### src/rtl/tap_ctrl.sv
// tap_ctrl: IEEE 1149.1 TAP controller with instruction register, bypass and
// IDCODE data registers, and control strobes for an external boundary-scan chain.
// state_o exposes the FSM state with this fixed encoding:
//   0 TLR, 1 RTI, 2 SEL_DR, 3 CAP_DR, 4 SHIFT_DR, 5 EXIT1_DR, 6 PAUSE_DR,
//   7 EXIT2_DR, 8 UPD_DR, 9 SEL_IR, 10 CAP_IR, 11 SHIFT_IR, 12 EXIT1_IR,
//   13 PAUSE_IR, 14 EXIT2_IR, 15 UPD_IR
// Handshake: there is no valid/ready; every posedge of tck is one TAP step and
// tms_i/tdi_i/bsr_scan_i are sampled on that edge unconditionally.
module tap_ctrl #(
  parameter int              IR_W      = 4,
  parameter logic [31:0]     IDCODE    = 32'h1000_0001,
  parameter logic [IR_W-1:0] OP_EXTEST = '0,
  parameter logic [IR_W-1:0] OP_SAMPLE = IR_W'(1),
  parameter logic [IR_W-1:0] OP_IDCODE = IR_W'(2),
  parameter logic [IR_W-1:0] OP_BYPASS = {IR_W{1'b1}}
) (
  input  logic            tck,
  input  logic            trst_n,
  input  logic            tms_i,
  input  logic            tdi_i,
  output logic            tdo_o,
  output logic            tdo_en_o,
  output logic            bsr_scan_o,
  input  logic            bsr_scan_i,
  output logic            bsr_shift_o,
  output logic            bsr_capture_o,
  output logic            bsr_update_o,
  output logic            bsr_mode_o,
  output logic [IR_W-1:0] ir_o,
  output logic [3:0]      state_o
);

  typedef enum logic [3:0] {
    S_TLR      = 4'd0,
    S_RTI      = 4'd1,
    S_SEL_DR   = 4'd2,
    S_CAP_DR   = 4'd3,
    S_SHIFT_DR = 4'd4,
    S_EXIT1_DR = 4'd5,
    S_PAUSE_DR = 4'd6,
    S_EXIT2_DR = 4'd7,
    S_UPD_DR   = 4'd8,
    S_SEL_IR   = 4'd9,
    S_CAP_IR   = 4'd10,
    S_SHIFT_IR = 4'd11,
    S_EXIT1_IR = 4'd12,
    S_PAUSE_IR = 4'd13,
    S_EXIT2_IR = 4'd14,
    S_UPD_IR   = 4'd15
  } tap_state_t;

  tap_state_t      r_state;
  tap_state_t      w_next;
  logic [IR_W-1:0] r_ir;
  logic [IR_W-1:0] r_ir_shift;
  logic            r_bypass;
  logic [31:0]     r_idcode;

  logic w_sel_extest;
  logic w_sel_sample;
  logic w_sel_idcode;
  logic w_sel_bypass;
  logic w_sel_bsr;

  // Next-state function of the standard TAP state diagram.
  always_comb begin
    w_next = r_state;
    case (r_state)
      S_TLR:      w_next = tms_i ? S_TLR      : S_RTI;
      S_RTI:      w_next = tms_i ? S_SEL_DR   : S_RTI;
      S_SEL_DR:   w_next = tms_i ? S_SEL_IR   : S_CAP_DR;
      S_CAP_DR:   w_next = tms_i ? S_EXIT1_DR : S_SHIFT_DR;
      S_SHIFT_DR: w_next = tms_i ? S_EXIT1_DR : S_SHIFT_DR;
      S_EXIT1_DR: w_next = tms_i ? S_UPD_DR   : S_PAUSE_DR;
      S_PAUSE_DR: w_next = tms_i ? S_EXIT2_DR : S_PAUSE_DR;
      S_EXIT2_DR: w_next = tms_i ? S_UPD_DR   : S_SHIFT_DR;
      S_UPD_DR:   w_next = tms_i ? S_SEL_DR   : S_RTI;
      S_SEL_IR:   w_next = tms_i ? S_TLR      : S_CAP_IR;
      S_CAP_IR:   w_next = tms_i ? S_EXIT1_IR : S_SHIFT_IR;
      S_SHIFT_IR: w_next = tms_i ? S_EXIT1_IR : S_SHIFT_IR;
      S_EXIT1_IR: w_next = tms_i ? S_UPD_IR   : S_PAUSE_IR;
      S_PAUSE_IR: w_next = tms_i ? S_EXIT2_IR : S_PAUSE_IR;
      S_EXIT2_IR: w_next = tms_i ? S_UPD_IR   : S_SHIFT_IR;
      S_UPD_IR:   w_next = tms_i ? S_SEL_DR   : S_RTI;
      default:    w_next = S_TLR;
    endcase
  end

  // TAP state register; trst_n forces Test-Logic-Reset from any state.
  always_ff @(posedge tck) begin
    if (!trst_n) r_state <= S_TLR;
    else         r_state <= w_next;
  end

  // Instruction path: capture 0..01, shift LSB-out, update into ir.
  // ir is forced to IDCODE on every edge that lands in TLR, so it reads
  // IDCODE for the whole time the FSM sits there.
  always_ff @(posedge tck) begin
    if (!trst_n) begin
      r_ir       <= OP_IDCODE;
      r_ir_shift <= '0;
    end else begin
      if (r_state == S_CAP_IR)        r_ir_shift <= IR_W'(1);
      else if (r_state == S_SHIFT_IR) r_ir_shift <= {tdi_i, r_ir_shift[IR_W-1:1]};
      if (w_next == S_TLR)            r_ir <= OP_IDCODE;
      else if (r_state == S_UPD_IR)   r_ir <= r_ir_shift;
    end
  end

  // Instruction decode; anything not EXTEST/SAMPLE/IDCODE falls back to bypass.
  always_comb begin
    w_sel_extest = (r_ir == OP_EXTEST);
    w_sel_sample = (r_ir == OP_SAMPLE);
    w_sel_idcode = (r_ir == OP_IDCODE);
    w_sel_bsr    = w_sel_extest | w_sel_sample;
    w_sel_bypass = (r_ir == OP_BYPASS) | ~(w_sel_bsr | w_sel_idcode);
  end

  // Internal data registers; only the selected one captures or shifts.
  always_ff @(posedge tck) begin
    if (!trst_n) begin
      r_bypass <= 1'b0;
      r_idcode <= IDCODE;
    end else if (r_state == S_CAP_DR) begin
      if (w_sel_bypass) r_bypass <= 1'b0;
      if (w_sel_idcode) r_idcode <= IDCODE;
    end else if (r_state == S_SHIFT_DR) begin
      if (w_sel_bypass) r_bypass <= tdi_i;
      if (w_sel_idcode) r_idcode <= {tdi_i, r_idcode[31:1]};
    end
  end

  // Output decode straight from current state and ir, no extra latency.
  always_comb begin
    tdo_en_o      = (r_state == S_SHIFT_DR) || (r_state == S_SHIFT_IR);
    bsr_scan_o    = tdi_i;
    bsr_shift_o   = w_sel_bsr && (r_state == S_SHIFT_DR);
    bsr_capture_o = w_sel_bsr && ((r_state == S_CAP_DR) || (r_state == S_SHIFT_DR));
    bsr_update_o  = w_sel_bsr && (r_state == S_UPD_DR);
    bsr_mode_o    = w_sel_extest;
    ir_o          = r_ir;
    state_o       = r_state;
    tdo_o         = 1'b0;
    if (r_state == S_SHIFT_IR) begin
      tdo_o = r_ir_shift[0];
    end else if (r_state == S_SHIFT_DR) begin
      if (w_sel_bsr)         tdo_o = bsr_scan_i;
      else if (w_sel_idcode) tdo_o = r_idcode[0];
      else                   tdo_o = r_bypass;
    end
  end

endmodule
### config.mk
export PLATFORM = sky130hd
export DESIGN_NAME = tap_ctrl
export DESIGN_NICKNAME = d
export VERILOG_FILES = /design/src/rtl/tap_ctrl.sv
export SDC_FILE = /design/constraint.sdc
export NUM_CORES = 1
export LEC_CHECK = 0
export ABC_CLOCK_PERIOD_IN_PS = 2270
export BUFFER_PORTS_ARGS = -buffer_cell sky130_fd_sc_hd__buf_2
export CORE_MARGIN = 2
export CORE_UTILIZATION = 50
export CTS_CLUSTER_SIZE = 16
export DETAILED_ROUTE_END_ITERATION = 6
export GPL_ROUTABILITY_DRIVEN = 1
export PLACE_DENSITY = 0.81
export SLEW_MARGIN = 20
export SYNTH_ARGS = -nofsm -noshare
export SYNTH_HDL_FRONTEND = slang
export SYNTH_SLANG_ARGS = --single-unit
### constraint.sdc
create_clock -name tck -period 2.27 [get_ports tck]
set_input_delay 0.227 -clock tck [delete_from_list [all_inputs] [get_ports tck]]
set_output_delay 0.227 -clock tck [all_outputs]
set_load 0.005 [all_outputs]
Yosys cells after proc, flatten, opt, wreduce, memory -nomap -nowiden
Cells that the tools add are included.

word-level totals
  flip-flop bits (word level) = 45
  bits in latches = 0
  bits in writable memories = 0
  bits in read-only memories = 0
  bits of input ports = 5
  output and inout bits = 15
  word-level logic and storage cells = 77
  memories kept = 0

operators by class
  $add $sub $neg = 0
  $mul = 0
  divide/modulo/power cells = 0
  $lt $le $gt $ge = 0
  eq/ne operators = 22
  shifts and indexed selects = 0
  muxes and demuxes = 27
  bitwise logic cells = 5
  reduce and logical (&&, ||, !) cells = 17

operator list
  kind                  count
  $mux W32              4
  $pmux W4 S12          1
  $eq A4 B4 Y1 const B  9
  $eq A4 B3 Y1 const B  4
  $mux W4               4
  $mux W1               13
  $eq A4 B2 Y1 const B  3
  $logic_not A4 Y1      3
  $eq A4 B1 Y1 const B  2
  $ne A2 B2 Y1 const B  4
  $reduce_or A2 Y1      4
  $mux W2               3
  $mux W3               2
  $reduce_and A3 Y1     2
  $reduce_bool A2 Y1    2
  $logic_and A1 B1 Y1   3
  $or A1 B1 Y1          3
  $reduce_or A3 Y1      1
  $logic_or A1 B1 Y1    2
  $not A1 Y1            2

Depth between registers and ports, before layout
Gate-level depths: netlist of the first run.

  word-level depth = 8
  depth in mapped cells = 6
  gate-level depth less buffers = 3

Least setup slack after synthesis of the first run
OpenSTA, ideal clock, no wires.

  path kind = flip-flop to flip-flop
  start = register r_state[3], in the netlist state_o[3]
  end = register r_idcode[10]
  data arrival time = 1,685 ps
  data required time = 2,198 ps
  setup slack = 513 ps
  cell stages (with the launch flop) = 7
  clock period less this slack = 1,757 ps
  path through = dfxtp_1 -> buf_2 -> or4b_1 -> buf_2 -> a21oi_4 -> buf_6 -> mux2i_1

on the way
  longest elaborated chain between the ends = 3
  elaborated cells between the ends (all ways) = 7
  those cells by class = 4 x eq/ne; 1 x mux; 2 x reduce/logical

RTL lines
  item                                                          RTL line  source
  start, declared                                               52        tap_state_t r_state;
  start signal, assigned                                        92        else r_state <= w_next;
  $eq A4 B3 Y1 or $eq A4 B2 Y1 (tied branches)                  127, 124
  $ne A2 B2 Y1 (no line) or $reduce_bool A2 Y1 (tied branches)  n/a
  $reduce_and A3 Y1 (no line)                                   n/a
  end signal, assigned                                          129       if (w_sel_idcode) r_idcode <= {tdi_i, r_idcode[31:1]};
  end, declared                                                 57        logic [31:0] r_idcode;

Parallel ways exist; a longest one is shown, timed or not.
A chain may end at the register's enable or synchronous reset.

Worst setup path after layout of the first run
  start = register r_state[0], in the netlist state_o[0]
  end = output bsr_capture_o

on the way
  longest elaborated chain between the ends = 3
  elaborated cells between the ends (all ways) = 4
  those cells by class = 2 x eq/ne; 2 x reduce/logical

RTL lines
  item                                          RTL line  source
  $eq A4 B2 Y1 or $eq A4 B3 Y1 (tied branches)  138       bsr_capture_o = w_sel_bsr && ((r_state == S_CAP_DR) || (r_state == S_SHIFT_DR));
  $logic_or A1 B1 Y1 (*)                        138
  $logic_and A1 B1 Y1 (*)                       138
  end, declared                                 26        output logic bsr_capture_o,

Mark *: on every way between the ends. The rest lies on a longest branch, timed or not.

==> run_results.csv, run 1 <==
group,metric,value,unit
outcome,status,"completed",
layout,layout_commonest_cell,"dfxtp_1",
route,wl_met2,1750,um
synthesis,ys_types,42,
sta,period_share,0.874,
route,met1_length,1950,um
floorplanning,core-area,4060,um^2
clocking,ctsHoldBuffers,0,
sta,hold_violations,0,
worst_setup_path,required,2040,ps
power,p_leak,0.000807,uW
worst_setup_path,worst-path-buf-inv,3,
route,avgRoutedWirePerCell,12.6,um
sta,worstMarginPinSlew,761,ps
placed_design,port_buffers,19,
global_route,grt_max_degree,35,
synthesis,synth_nets,251,
worst_setup_path,cp_cell_sequence,"buf_4, nand4bb_1, buf_4, a21oi_1, buf_2",
clocking,cts_max_level,2,
power,ir_drop,0.000334,V
sta,relSlewSlack,0.486,
global_route,grt_pass1_vias,1471,
sta,setup_viol,0,
route,drc,0,
sta,final.setup.tns,0,ps
placed_design,dp_hpwl,2500,um
worst_setup_path,startpoint_type,"flip-flop",
layout,areaGrowthSynthToFinish,9.41,%
clocking,postCtsSetupRepairBufs,0,
worst_setup_path,cp_slowest_cell,"dfxtp_1",
route,ant_nets,0,
placed_design,placed_area,2230,um^2
floorplanning,die_h,69.2,um
clocking,ctsResizeCount,0,
worst_setup_path,critPathTopFamily,"buffers and inverters",
floorplanning,initial_core_util,0.525,
layout,final_cell_mix,"45 x dfxtp_1, 37 x nand2_1, 35 x nand3_1, 35 x mux2i_1, 19 x buf_2",
clocking,clk_latency,300,ps
synthesis,netlist_area,2130,um^2
worst_setup_path,rrSetupSlack,480,ps
synthesis,ys.flop_type,"dfxtp_1",
route,top_layer_used,"met4",
floorplanning,top_level_ports,20,
floorplanning,die_area,4790,um^2
sta,fin_skew,10.9,ps
placed_design,gp_congestion,0.808,
synthesis,synth_edf_count,0,
global_route,grt.total_usage,0.163,
synthesis,synth-seq-cells,45,
layout,layout-drive-gt1-share,0.148,
synthesis,synthesis.instances,246,
layout,antennaDiodeCount,0,
route,dr_wl_met3,124,um
clocking,numCtsBuffers,5,
worst_setup_path,cp_max_fo,34,
worst_setup_path,critPathKind,"flip-flop to output pin",
route,via_count,1702,
layout,design_area,2330,um^2
route,vias_per_cell,5.56,
layout,n_fill_cell,361,
clocking,tritoncts,"built",
layout,fin_util,0.574,
power,power_density,608,nW/um^2
floorplanning,num_rows,23,
worst_setup_path,worst_setup_path_end_kind,"output pin",
sta,rsz0062_at_grt,"no",
global_route,grt_overflow,0,
worst_setup_path,worstPathArrival,1760,ps
global_route,grt_antenna_before_repair,0,
worst_setup_path,critPathMostFrequentCell,"buf_4",
synthesis,ys_seq_area_frac,0.423,
clocking,clock-sinks,45,
sta,final_max_slew_viol_count,0,
hold_path,hold_class,"input port to flip-flop",
floorplanning,die_w,69.2,um
route,dr.pass1.iters,4,
worst_setup_path,slowest_delay,330,ps
clocking,clockBufferDepth,2,
route,routed_wl,3870,um
sta,fmax,504,MHz
synthesis,async_flop_share,0,
clocking,clkTransAtPathRegs,80,ps
synthesis,syn_avg_cell_area,8.65,um^2
clocking,cts-root-buf,"clkbuf_8",
global_route,grt_pass1_wl,6580,um
route,drt-initial-drc-count,96,
flow_run,drv_cap,0,
synthesis,yosys_warnings,0,
sta,period_needed,1990,ps
layout,fin_nets,260,
-- Yosys cell counts, drive strengths merged, types with 3 or more instances --
library cell	count	area [um^2]
dfxtp	45	901
nand2	37	139
mux2i	35	350
nand3	35	175
clkbuf	14	52.6
nor2	13	48.8
buf	11	71.3
a21oi	9	56.3
nor3b	4	30.0
o21ai	4	20.0
inv	3	11.3
nor2b	3	18.8
-- layout make-up --
class,count,area [um^2],area share
Clock buffer,5,68.8,0.0296
Clock inverter,3,25.0,0.0107
Inverter,4,15.0,0.00645
Multi-Input combinational cell,172,1090,0.467
Sequential cell,45,901,0.387
Tap cell,50,62.6,0.0269
Timing Repair Buffer,27,168,0.0720
-- metal layers --
metal,global-route usage,up-vias
met5,0,-
met4,0.0458,0
met3,0.0480,4
met2,0.245,25
met1,0.230,799
li1,-,874
-- flip-flops by register name, summed over array words and instances, names as in the netlist --
register,count
r_idcode,32
ir_o,4
r_ir_shift,4
state_o,4
r_bypass,1
-- path summary, 6_finish.rpt --
path / from / cells past startpoint / to
worst max-delay path: state_o[0] / 5 / bsr_capture_o
worst min-delay path: tdi_i / 3 / r_ir_shift[3]
worst max register to register: ir_o[1] / 4 / r_idcode[0]
worst min register to register: r_ir_shift[1] / 2 / r_ir_shift[1]
-- report_power, final --
group,switching [uW],internal (uW),leakage [uW]
Sequential,2.95,795,0.000363
Combinational,69.8,39.7,0.000400
Clock,286,222,0.0000447
-- worst reg2reg max path, stage by stage (launching register included) --
cell,delay (ps)
dfxtp_1,430
or4b_2,650
a21oi_4,160
buf_12,250
mux2i_1,240
-- cells by family after synthesis --
| logic type | Yosys count | synth area share |
|---|---|---|
| mux | 35 | 0.165 |
| xor+xnor | 2 | 0.00823 |
| compound gates | 28 | 0.0923 |
| flops | 45 | 0.423 |
| buf+inv | 29 | 0.0652 |
| simple gates | 107 | 0.246 |
-- per-stage QoR --
stage	setup slack [ps]	hold WS (ps)	power [uW]	std cells
3_3_place_gp	521	443	923	298
4_1_cts	277	222	1430	306
5_1_grt	217	225	1480	306
3_5_place_dp	494	448	925	298
2_1_floorplan	513	379	902	246
6_report	285	227	1420	306
No activity file was read; power rests on OpenSTA's default activity.
==> run 2, diff against run 1 <==
Settings changed: ABC_AREA set to 1.
==> run 2 against run 1 <==
  * Combinational power rose by 12%
  * Core utilization fell by 2.1 points
  * Largest power group unchanged
  * Sequential power rose by 1%
  * Via count rose by 7.1%
==> run_results.csv, run 2 <==
group,metric,value,unit
floorplanning,die_area,4910,um^2
worst_setup_path,worst_setup_path_end_kind,"output pin",
layout,n_fill_cell,403,
sta,worstMarginPinSlew,482,ps
clocking,tritoncts,"built",
outcome,status,"completed",
route,ant_nets,0,
route,drc,0,
sta,setup_viol,0,
placed_design,dp_hpwl,2800,um
clocking,clk_latency,300,ps
hold_path,hold_class,"input port to flip-flop",
synthesis,ys.flop_type,"dfxtp_1",
sta,fmax,508,MHz
power,p_leak,0.000887,uW
power,intPower,1050,uW
sta,period_needed,1970,ps
synthesis,ys_top_cells_by_count,"60 x nand2_1, 45 x dfxtp_1, 31 x nor2_1, 27 x nand3_2, 23 x a21oi_1",
clocking,ctsResizeCount,0,
power,switchingPower,389,uW
clocking,numCtsBuffers,5,
floorplanning,initial_core_util,0.509,
route,dr.pass1.iters,4,
synthesis,synth_edf_count,0,
layout,layout-drive-gt1-share,0.317,
clocking,clkTransAtPathRegs,80,ps
hold_path,whs_path_depth,2,
sta,hold_violations,0,
synthesis,async_flop_share,0,
clocking,ctsHoldBuffers,0,
layout,fin_nets,297,
sta,rsz0062_at_grt,"no",
clocking,clockBufferDepth,2,
synthesis,ys_seq_area_frac,0.412,
synthesis,ys_types,24,
worst_setup_path,startpoint,"state_o[1]",
placed_design,placed_area,2280,um^2
clocking,cts-root-buf,"clkbuf_8",
placed_design,gp_congestion,0.905,
synthesis,synth_area_leaders,"dfxtp_1 41%, nand3_2 12%, nand2_1 10%",
synthesis,syn_avg_cell_area,7.92,um^2
power,total_power,1440,uW
clocking,clock-sinks,45,
floorplanning,die_h,70.1,um
placed_design,port_buffers,19,
global_route,use_met2,0.284,
power,seqPwrFrac,0.562,
sta,fin_skew,13.5,ps
global_route,met3_usage,0.0491,
sta,final_max_slew_viol_count,0,
clocking,cts_max_level,2,
sta,final.setup.tns,0,ps
power,pwr-share-clk,0.352,
power,power_density,606,nW/um^2
worst_setup_path,required,2040,ps
layout,design_area,2370,um^2
worst_setup_path,startpoint_type,"flip-flop",
global_route,grt_antenna_before_repair,0,
synthesis,synth_top_area_share,0.412,
route,routed_wl,4200,um
sta,relSlewSlack,0.677,
worst_setup_path,worstPathArrival,1740,ps
power,ir_drop,0.000275,V
clocking,postCtsSetupRepairBufs,0,
synthesis,synth_nets,281,
global_route,grt_overflow,0,
layout,layout_commonest_cell,"nand2_1",
power,p_sw_frac,0.270,
worst_setup_path,reg2reg_depth,7,
power,combinationalPowerShare,0.086,
worst_setup_path,cp_max_fo,31,
layout,final_cell_mix,"60 x nand2_1, 45 x dfxtp_1, 31 x nor2_1",
route,via_count,1822,
route,drt-initial-drc-count,117,
floorplanning,num_rows,24,
hold_path,worstHoldStart,"trst_n",
sta,hold_ws,205,ps
layout,antennaDiodeCount,0,
global_route,grt_max_degree,36,
layout,regMostFlops,"r_idcode",
layout,fin_util,0.553,
worst_setup_path,critPathKind,"flip-flop to output pin",
synthesis,synth-seq-cells,45,
global_route,grt_pass1_wl,7280,um
sta,period_share,0.867,
global_route,grt-busiest-layer,"met2",
route,vias_per_cell,5.28,
global_route,grt.total_usage,0.182,
global_route,grt_pass1_vias,1641,
layout,areaGrowthSynthToFinish,8.65,%
floorplanning,die_w,70.1,um
synthesis,synth_top_area_cell,"dfxtp_1",
flow_run,drv_cap,0,
synthesis,yosys_warnings,0,
floorplanning,top_level_ports,20,
global_route,use_met1,0.246,
route,avgRoutedWirePerCell,12.2,um
synthesis,synthesis.instances,276,
layout,largest_register_ffs,32,
synthesis,netlist_area,2180,um^2
synthesis,synth.most_common_cell,"nand2_1",
worst_setup_path,timing.rr.start,"state_o[1]",
floorplanning,core-area,4290,um^2
## run 2: path summary, 6_finish.rpt
path	end	slack [ps]
max	bsr_capture_o	300
min	ir_o[1]	200
max reg2reg	r_idcode[26]	500
min reg2reg	r_idcode[0]	470
## run 2: through the flow
stage          worst slack, ps  std cells
2_1_floorplan              950        276
3_3_place_gp               568        337
3_5_place_dp               547        337
4_1_cts                    289        345
5_1_grt                    177        345
6_report                   303        345
## run 2: routing by layer
layer | vias to the layer above | part of all wire | wire (um)
met4 | 0 | 0.0064 | 27
met1 | 848 | 0.48 | 2030
li1 | 934 | - | -
met2 | 38 | 0.47 | 1980
met3 | 2 | 0.040 | 167
met5 | - | 0 | 0
## run 2: critical path, stage by stage (launching register included)
cell and delay [ps]:
dfxtp_1 520, nand2_2 110, inv_2 100, nand2_4 60, buf_4 280, a21oi_1 230
buf_2 140
## run 2: area by class of cell
class                      count  area, um^2  area share
inverter                      22        85.1      0.0358
tap                           52        65.1      0.0274
clock inverter                 3        22.5     0.00949
clock buffer                   5        68.8      0.0290
multi-input combinational    196        1110       0.469
timing repair buffer          22         118      0.0496
sequential                    45         901       0.380
## run 2: power by group through the flow
| stage | registers (uW) | clock network (uW) | logic (uW) |
|---|---|---|---|
| after floorplan | 826 | 0 | 96.2 |
| after global placement | 827 | 0 | 120 |
| after detailed placement | 827 | 0 | 122 |
| after CTS | 809 | 515 | 123 |
| after global routing | 811 | 549 | 136 |
| final | 809 | 507 | 123 |
## run 2: kinds of logic after synthesis
group,synth area share
AND/OR/NAND/NOR,0.340
flip-flops,0.412
AO/OA/AOI/OAI,0.170
buffers and inverters,0.0779
==> run 3, diff against run 2 <==
Settings changed: ABC_CLOCK_PERIOD_IN_PS 2270 to 1700, PLACE_DENSITY 0.81 to 0.84.
Clock period 2.27 ns to 1.7 ns, I/O delays scaled along.
==> run 3 against run 2 <==
  * Global-route usage up 0.29 points
  * Worst setup slack worse by 230 ps
  * Clock skew down 7.1 ps
  * Routed wire length up 4.7%
  * Power up 35%
  * Largest cell class unchanged
  * Sequential cell count unchanged
  * Highest routed layer unchanged
  * Critical path depth unchanged
  * Clock power up 33%
==> run_results.csv, run 3 (same netlist as run 2, synthesis figures left out) <==
group,metric,value,unit
sta,fmax,614,MHz
worst_setup_path,slowest_delay,390,ps
route,drc,0,
worst_setup_path,reg2reg_depth,8,
floorplanning,num_rows,24,
worst_setup_path,critPathTopFamily,"compound AO/OA/AOI/OAI gates",
route,ant_nets,0,
floorplanning,die_h,70.1,um
layout,areaGrowthSynthToFinish,13.6,%
power,p_leak,0.000930,uW
worst_setup_path,cp_slowest_cell,"dfxtp_2",
worst_setup_path,worstPathArrival,1460,ps
layout,fin_nets,304,
power,power_density,783,nW/um^2
sta,period_needed,1630,ps
sta,relSlewSlack,0.700,
route,via_count,1901,
placed_design,port_buffers,19,
worst_setup_path,cp_cell_sequence,"nand2_1, o21ai_0, nand3_1, o2111ai_1, o21ai_1, buf_2",
power,ir_drop,0.000324,V
hold_path,whs_path_depth,2,
placed_design,dp_hpwl,3030,um
layout,regMostFlops,"r_idcode",
global_route,grt.total_usage,0.185,
clocking,cts-root-buf,"clkbuf_8",
sta,rsz0062_at_grt,"no",
sta,fin_skew,6.39,ps
global_route,grt_pass1_wl,7270,um
sta,final_max_slew_viol_count,0,
floorplanning,die_w,70.1,um
worst_setup_path,startpoint_type,"flip-flop",
floorplanning,initial_core_util,0.509,
route,dr.pass1.iters,5,
outcome,status,"completed",
layout,n_fill_cell,392,
clocking,clkTransAtPathRegs,90,ps
global_route,grt_antenna_before_repair,0,
global_route,grt_overflow,0,
layout,multi_input_area,1150,um^2
global_route,grt_max_degree,34,
clocking,clk_latency,300,ps
placed_design,placed_area,2340,um^2
clocking,tritoncts,"built",
route,drt-initial-drc-count,97,
global_route,grt_pass1_vias,1658,
layout,layout_commonest_cell,"nand2_1",
clocking,numCtsBuffers,5,
floorplanning,die_area,4910,um^2
sta,worstMarginPinSlew,449,ps
clocking,clockBufferDepth,2,
layout,final_cell_mix,"59 x nand2_1, 40 x dfxtp_1, 28 x nor2_1",
layout,layout-drive-gt1-share,0.370,
worst_setup_path,worst_setup_path_end_kind,"output pin",
sta,hold_ws,112,ps
sta,setup_viol,0,
sta,hold_violations,0,
placed_design,dp_cells,343,
floorplanning,core-area,4290,um^2
worst_setup_path,critPathKind,"flip-flop to output pin",
layout,antennaDiodeCount,0,
sta,final.setup.tns,0,ps
route,avgRoutedWirePerCell,12.5,um
clocking,clock-sinks,45,
worst_setup_path,cp_max_fo,4,
flow_run,drv_cap,0,
worst_setup_path,required,1530,ps
layout,largest_register_ffs,32,
worst_setup_path,cp.depth,6,
layout,regArea,910,um^2
placed_design,gp_congestion,1.03,
hold_path,hold_class,"input port to flip-flop",
clocking,cts_max_level,2,
layout,stdcell_count,352,
worst_setup_path,worst-path-buf-inv,1,
route,vias_per_cell,5.40,
sta,period_share,0.958,
floorplanning,top_level_ports,20,
route,routed_wl,4400,um
layout,design_area,2480,um^2
==> run 3: changes by cell type in the layout (fill, tap and decap cells not counted), sizes merged <==
cell / before / now
buf: 22 / 29
clkinv: 3 / 1
inv: 22 / 23
clkinvlp: 0 / 1
==> run 3: final timing paths <==
path,startpoint,end,slack (ps)
hold reg to reg,r_idcode[5],r_idcode[4],470
hold / removal,trst_n,ir_o[1],110
setup reg to reg,state_o[1],r_idcode[20],160
setup / recovery,ir_o[1],tdo_o,70
==> run 3: routing by layer <==
layer / up-vias / global-route usage / wire length [um] / part of all wire
met2: 59 / 0.306 / 2070 / 0.47
li1: 956 / - / - / -
met5: - / 0 / 0 / 0
met4: 0 / 0.0769 / 108 / 0.025
met3: 11 / 0.0534 / 221 / 0.050
met1: 875 / 0.226 / 2000 / 0.46
==> run 3: area by class of cell <==
cell class / count / share of cell area
sequential: 45 / 0.367
tap: 52 / 0.0262
clock inverter: 3 / 0.00857
timing repair buffer: 29 / 0.0736
clock buffer: 5 / 0.0277
inverter: 22 / 0.0343
multi-input combinational: 196 / 0.463
==> run 3: timing repair <==
action                                  CTS  global route
hold buffers                              0             0
endpoints found under the setup margin    2             6
buffers inserted                          0             1
resized for setup                         3            15
pin swaps                                 0             2
==> run 3: power by group <==
group / switching [uW] / internal [uW]
sequential: 10.8 / 1060
combinational: 133 / 59.5
clock: 384 / 292
total: 528 / 1420
==> run 3: through the flow <==
stage	power, uW	util	setup slack, ps
6_report	1940	0.578	71.7
5_1_grt	2020	0.578	1.47
4_1_cts	1950	0.567	1.77
3_5_place_dp	1280	0.545	73.1
3_3_place_gp	1280	0.545	171
2_1_floorplan	1230	-	380
